### src/rtl/riscv_muldiv.sv
// Iterative RV32M/RV64M multiply/divide unit: shift-add multiply and restoring divide,
// one bit per cycle, with early-out for divide-by-zero and signed overflow.
module riscv_muldiv #(
  parameter int XLEN = 32
) (
  input  logic            clk_i,
  input  logic            rst_i,
  input  logic            opcode_valid_i,
  input  logic [2:0]      opcode_op_i,
  input  logic [4:0]      opcode_rd_idx_i,
  input  logic [XLEN-1:0] opcode_ra_operand_i,
  input  logic [XLEN-1:0] opcode_rb_operand_i,
  input  logic            flush_i,
  output logic            writeback_valid_o,
  output logic [4:0]      writeback_idx_o,
  output logic [XLEN-1:0] writeback_value_o,
  output logic            stall_o
);
  localparam int CW = $clog2(XLEN + 1);
  localparam logic [XLEN-1:0] MIN_NEG = {1'b1, {(XLEN-1){1'b0}}};

  typedef enum logic [1:0] {S_IDLE, S_MUL, S_DIV, S_DONE} state_t;

  state_t            state_q;
  logic [1:0]        op_q;
  logic [4:0]        rd_q;
  logic [CW-1:0]     cnt_q;
  logic              neg_q, rneg_q;
  logic [2*XLEN-1:0] mcand_q, acc_q;
  logic [XLEN-1:0]   mplier_q, rem_q, quo_q, dvsr_q;

  logic accept;
  assign accept  = (state_q == S_IDLE) & opcode_valid_i & ~flush_i;
  assign stall_o = (state_q == S_MUL) | (state_q == S_DIV) | accept;

  // Operand decode at acceptance: signedness, magnitudes, early-out detection
  logic            is_div, a_sgn, b_sgn, a_neg, b_neg, div_zero, div_ovf;
  logic [XLEN-1:0] a_mag, b_mag, early_val;
  always_comb begin
    is_div   = opcode_op_i[2];
    a_sgn    = is_div ? ~opcode_op_i[0] : (opcode_op_i[1:0] != 2'b11);
    b_sgn    = is_div ? ~opcode_op_i[0] : ~opcode_op_i[1];
    a_neg    = a_sgn & opcode_ra_operand_i[XLEN-1];
    b_neg    = b_sgn & opcode_rb_operand_i[XLEN-1];
    a_mag    = a_neg ? (~opcode_ra_operand_i + 1'b1) : opcode_ra_operand_i;
    b_mag    = b_neg ? (~opcode_rb_operand_i + 1'b1) : opcode_rb_operand_i;
    div_zero = (opcode_rb_operand_i == '0);
    div_ovf  = ~opcode_op_i[0] & (opcode_ra_operand_i == MIN_NEG) & (opcode_rb_operand_i == '1);
    if (div_zero) early_val = opcode_op_i[1] ? opcode_ra_operand_i : '1;
    else          early_val = opcode_op_i[1] ? '0 : MIN_NEG;
  end

  // One iteration step; on the last step the sign fix-up is folded into the result
  logic [2*XLEN-1:0] acc_nxt, prod;
  logic [XLEN:0]     rem_sh, diff;
  logic              q_bit;
  logic [XLEN-1:0]   rem_nxt, quo_nxt, mul_res, div_res;
  always_comb begin
    acc_nxt = acc_q + (mplier_q[0] ? mcand_q : '0);
    prod    = neg_q ? (~acc_nxt + 1'b1) : acc_nxt;
    mul_res = (op_q == 2'b00) ? prod[XLEN-1:0] : prod[2*XLEN-1:XLEN];
    rem_sh  = {rem_q, quo_q[XLEN-1]};
    diff    = rem_sh - {1'b0, dvsr_q};
    q_bit   = ~diff[XLEN];
    rem_nxt = q_bit ? diff[XLEN-1:0] : rem_sh[XLEN-1:0];
    quo_nxt = {quo_q[XLEN-2:0], q_bit};
    if (op_q[1]) div_res = rneg_q ? (~rem_nxt + 1'b1) : rem_nxt;
    else         div_res = neg_q  ? (~quo_nxt + 1'b1) : quo_nxt;
  end

  always_ff @(posedge clk_i) begin
    if (!rst_i) begin
      state_q           <= S_IDLE;
      op_q              <= '0;
      rd_q              <= '0;
      cnt_q             <= '0;
      neg_q             <= 1'b0;
      rneg_q            <= 1'b0;
      mcand_q           <= '0;
      acc_q             <= '0;
      mplier_q          <= '0;
      rem_q             <= '0;
      quo_q             <= '0;
      dvsr_q            <= '0;
      writeback_valid_o <= 1'b0;
      writeback_idx_o   <= '0;
      writeback_value_o <= '0;
    end else begin
      writeback_valid_o <= 1'b0;
      case (state_q)
        S_IDLE: if (accept) begin
          op_q   <= opcode_op_i[1:0];
          rd_q   <= opcode_rd_idx_i;
          cnt_q  <= CW'(XLEN);
          neg_q  <= a_neg ^ b_neg;
          rneg_q <= a_neg;
          if (!is_div) begin
            mcand_q  <= {{XLEN{1'b0}}, a_mag};
            mplier_q <= b_mag;
            acc_q    <= '0;
            state_q  <= S_MUL;
          end else if (div_zero | div_ovf) begin
            writeback_valid_o <= 1'b1;
            writeback_idx_o   <= opcode_rd_idx_i;
            writeback_value_o <= early_val;
            state_q           <= S_DONE;
          end else begin
            rem_q   <= '0;
            quo_q   <= a_mag;
            dvsr_q  <= b_mag;
            state_q <= S_DIV;
          end
        end
        S_MUL: if (flush_i) begin
          cnt_q   <= '0;
          state_q <= S_IDLE;
        end else begin
          acc_q    <= acc_nxt;
          mcand_q  <= mcand_q << 1;
          mplier_q <= mplier_q >> 1;
          cnt_q    <= cnt_q - 1'b1;
          if (cnt_q == CW'(1)) begin
            writeback_valid_o <= 1'b1;
            writeback_idx_o   <= rd_q;
            writeback_value_o <= mul_res;
            state_q           <= S_DONE;
          end
        end
        S_DIV: if (flush_i) begin
          cnt_q   <= '0;
          state_q <= S_IDLE;
        end else begin
          rem_q <= rem_nxt;
          quo_q <= quo_nxt;
          cnt_q <= cnt_q - 1'b1;
          if (cnt_q == CW'(1)) begin
            writeback_valid_o <= 1'b1;
            writeback_idx_o   <= rd_q;
            writeback_value_o <= div_res;
            state_q           <= S_DONE;
          end
        end
        S_DONE:  state_q <= S_IDLE;
        default: state_q <= S_IDLE;
      endcase
    end
  end
endmodule

### config.mk
export PLATFORM = sky130hd
export DESIGN_NAME = riscv_muldiv
export DESIGN_NICKNAME = d
export VERILOG_FILES = /design/src/rtl/riscv_muldiv.sv
export SDC_FILE = /design/constraint.sdc
export NUM_CORES = 1
export LEC_CHECK = 0
export CAP_MARGIN = 30
export CORE_ASPECT_RATIO = 1.75
export CORE_MARGIN = 2
export CORE_UTILIZATION = 45
export DETAILED_ROUTE_END_ITERATION = 8
export REMOVE_ABC_BUFFERS = 1
export SETUP_SLACK_MARGIN = 0.5
export SLEW_MARGIN = 20
export SYNTH_ARGS = -nofsm -noshare
export SYNTH_HDL_FRONTEND = slang
export SYNTH_SLANG_ARGS = --single-unit
### constraint.sdc
create_clock -name clk_i -period 10.5 [get_ports clk_i]
set_input_delay 1.05 -clock clk_i [delete_from_list [all_inputs] [get_ports clk_i]]
set_output_delay 1.05 -clock clk_i [all_outputs]
set_load 0.03 [all_outputs]
==> results.py <==
metrics = {
    "setup_path": {
        "cp-end-kind": "register",
        "cpMostUsedCell": "inv_1",
        "worst-endpoint-arrival_ns": 7.49,
        "worstPathRequired_ns": 10.96,
        "slowest_delay_ns": 0.68,
        "worstPathMaxFanout": 42,
        "worstSetupStartpointType": "register",
        "crit_type": "register to register",
        "crit_slowest_cell": "or4b_2",
        "cp_cell_sequence": "inv_1 > ha_1 > inv_1 > fa_1 > a211oi_1 > o211ai_1 > nand3_1 > a211oi_1 > o21a_1 > nor2_4 > buf_4 > inv_1 > buf_4 > o21ai_0 > inv_1 > ha_1 > inv_1 > or4b_2 > o21ba_2 > nor4bb_1 > a41oi_1 > xor2_1 > nor2_1 > o311a_1",
    },
    "routing": {
        "drtAntennaViolNets": 0,
        "dr.pass1.iters": 7,
        "drt_iter0_drc": 2266,
        "wl_per_cell_um": 25.6,
        "wl_um": 114000,
        "via_per_inst": 6.47,
        "vias": 28900,
        "drc": 0,
    },
    "clock_tree": {
        "cts_tree": "built",
        "cts_buffers": 35,
        "clock_latency_ns": 0.58,
        "cts_hold_repair.buffers": 0,
        "cts_buffer_depth": 3,
        "root_buffer": "clkbuf_16",
        "post-cts-setup-buffers": 0,
        "htree_levels": 2,
        "path_clk_slew_ns": 0.07,
        "cts_resized": 0,
        "cts.sinks": 311,
    },
    "logic_synthesis": {
        "syn_inst": 3708,
        "ys_ff_latch": 311,
        "yosysTopAreaCell": "dfxtp_1",
        "synth.distinct_cells": 91,
        "ys_warn_count": 0,
        "synth-async-reset-ratio_pct": 0,
        "yosysSeqAreaShare_pct": 24.1,
        "synth_top_area_share_pct": 24.1,
        "synth_enable_flop_cells": 0,
        "avgSynthCellArea_um2": 6.97,
        "yosys-top-cells-count": "nand2_1, a21oi_1, nor2_1",
        "ys.flop_type": "dfxtp_1",
        "synth_area_mm2": 0.0259,
        "post-synth-top-count-cell": "nand2_1",
        "synth_top_cells_by_area": "dfxtp_1, nand2_1, a21oi_1",
    },
    "die": {
        "rows": 116,
        "coreArea_mm2": 0.0570,
        "die_x_um": 185,
        "initial_utilization_pct": 45.3,
        "dieArea_mm2": 0.0595,
        "io_pins": 115,
        "die_y_um": 321,
    },
    "sta": {
        "drv_slew": 0,
        "tightest_slew_ns": 1.14,
        "period_share_pct": 66.9,
        "finalSetupViolCount": 0,
        "finClkSkew_ns": 0.0185,
        "finalHoldViolCount": 0,
        "fmax_mhz": 142,
        "rsz0062_at_grt": "no",
        "slew_headroom_pct": 23.2,
        "min_period_ns": 7.03,
        "fin_tns_setup_ns": 0,
    },
    "hold_path": {
        "holdCritPathClass": "register to register",
    },
    "power_and_ir_drop": {
        "vdd_drop_max_v": 0.000197,
        "total_power_mw": 6.24,
        "leakagePower_nw": 10.7,
        "power_density_mw_per_mm2": 216,
    },
    "grt": {
        "overflow": 0,
        "antenna_found_initial": 3,
        "grtUsageTotal_pct": 37.9,
        "grt_pass1_vias": 28300,
        "grt_pass1_wl_um": 169000,
        "grt_max_degree": 150,
    },
    "placed_design": {
        "post-dp-hpwl_um": 88400,
        "gp_congestion": 1.06,
        "portBuffers": 114,
    },
    "final_layout": {
        "n_fill_cell": 5859,
        "multiInputGateArea_mm2": 0.0185,
        "nNetsFinal": 3862,
        "synthToLayoutAreaGrowth_pct": 11.8,
        "utilization_pct": 50.7,
        "drive_above_1_share_pct": 5.56,
        "seq_area_mm2": 0.00623,
    },
    "run_status": {
        "status": "complete, no violations",
    },
    "flow_run": {
        "cap_violations": 0,
    },
}
## final timing paths
check                           start                            endpoint  slack, ns  depth (start not counted)
max            quo_q[31]$_SDFFE_PN0P_  writeback_value_o[30]$_SDFFE_PN0P_       3.47                         24
min reg2reg  mplier_q[1]$_SDFFE_PN0P_            mplier_q[1]$_SDFFE_PN0P_       0.45                          2
max reg2reg    quo_q[31]$_SDFFE_PN0P_  writeback_value_o[30]$_SDFFE_PN0P_       3.47                         24
min          mplier_q[1]$_SDFFE_PN0P_            mplier_q[1]$_SDFFE_PN0P_       0.45                          2
## power by group
group	switching (mW)	internal, mW
clock network	0.584	0.817
registers	0.175	1.32
logic	2.25	1.09
total	3.01	3.23
## cells by family after synthesis
| kind of cell | count (synthesis) | share of synthesized area [%] |
|---|---|---|
| AOI/OAI and AO/OA | 1171 | 28.7 |
| xor gates and xnor gates | 215 | 7.28 |
| adders and majority gates | 109 | 5.33 |
| buffers and inverters | 330 | 4.83 |
| DFF | 311 | 24.1 |
| muxes | 65 | 2.57 |
| and+or+nand+nor | 1507 | 27.2 |
## layer usage
layer / routed length (um) / GRT usage (%) / share of wire [%] / vias to the layer above
met5: 33 / 0 / 0.029 / -
met2: 57200 / 67.9 / 50 / 1301
met1: 37500 / 35.7 / 33 / 13700
met4: 13500 / 36.7 / 12 / 4
met3: 6380 / 6.61 / 5.6 / 552
li1: - / - / - / 13400
## critical path: cells and delay by family, from the launching register on
kind | cells | cell delay [ns]
AOI/OAI and AO/OA | 8 | 2.36
buffers and inverters | 7 | 1.64
and+or+nand+nor | 5 | 1.49
adders and majority gates | 3 | 0.76
DFF | 1 | 0.39
xor gates and xnor gates | 1 | 0.22
## registers in the layout, indices dropped and copies added, names as in the netlist, 6 cells and up
name and count:
writeback_value_o 32, acc_q 64, dvsr_q 32, cnt_q 6, quo_q 32, mplier_q 32, rem_q 32, mcand_q 64
## through the flow
stage	hold WS [ns]	std cells	area, um^2	setup slack (ns)
final	0.451	4472	28900	3.47
after global routing	0.474	4471	28900	3.04
after CTS	0.455	4467	28800	3.53
after detailed placement	0.446	4403	27600	3.56
after global placement	0.438	4401	27600	3.74
after floorplan	0.431	3462	24900	2.88
## layout make-up
| type | count | share of cell area (%) |
|---|---|---|
| antenna | 1 | 0.00866 |
| clock buffer | 47 | 3.43 |
| clock inverter | 17 | 0.896 |
| inverter | 84 | 1.12 |
| multi-input combinational | 3067 | 64.0 |
| sequential | 311 | 21.5 |
| tap | 767 | 3.32 |
| timing repair buffer | 178 | 5.70 |
## cell usage in the layout, fill, tap and decap left out, drive strengths merged, types with 52 or more instances in the layout
master	count
nand2	576
a21oi	367
nor2	359
dfxtp	311
o21ai	279
nand3	116
clkdlybuf4s50	114
xor2	113
ha	107
xnor2	102
and2	92
inv	85
nor3	83
a211oi	76
a22oi	64
o211ai	62
buf	62
mux2i	54
nand4	53
or3	52
(Power assumes the default switching activity.)
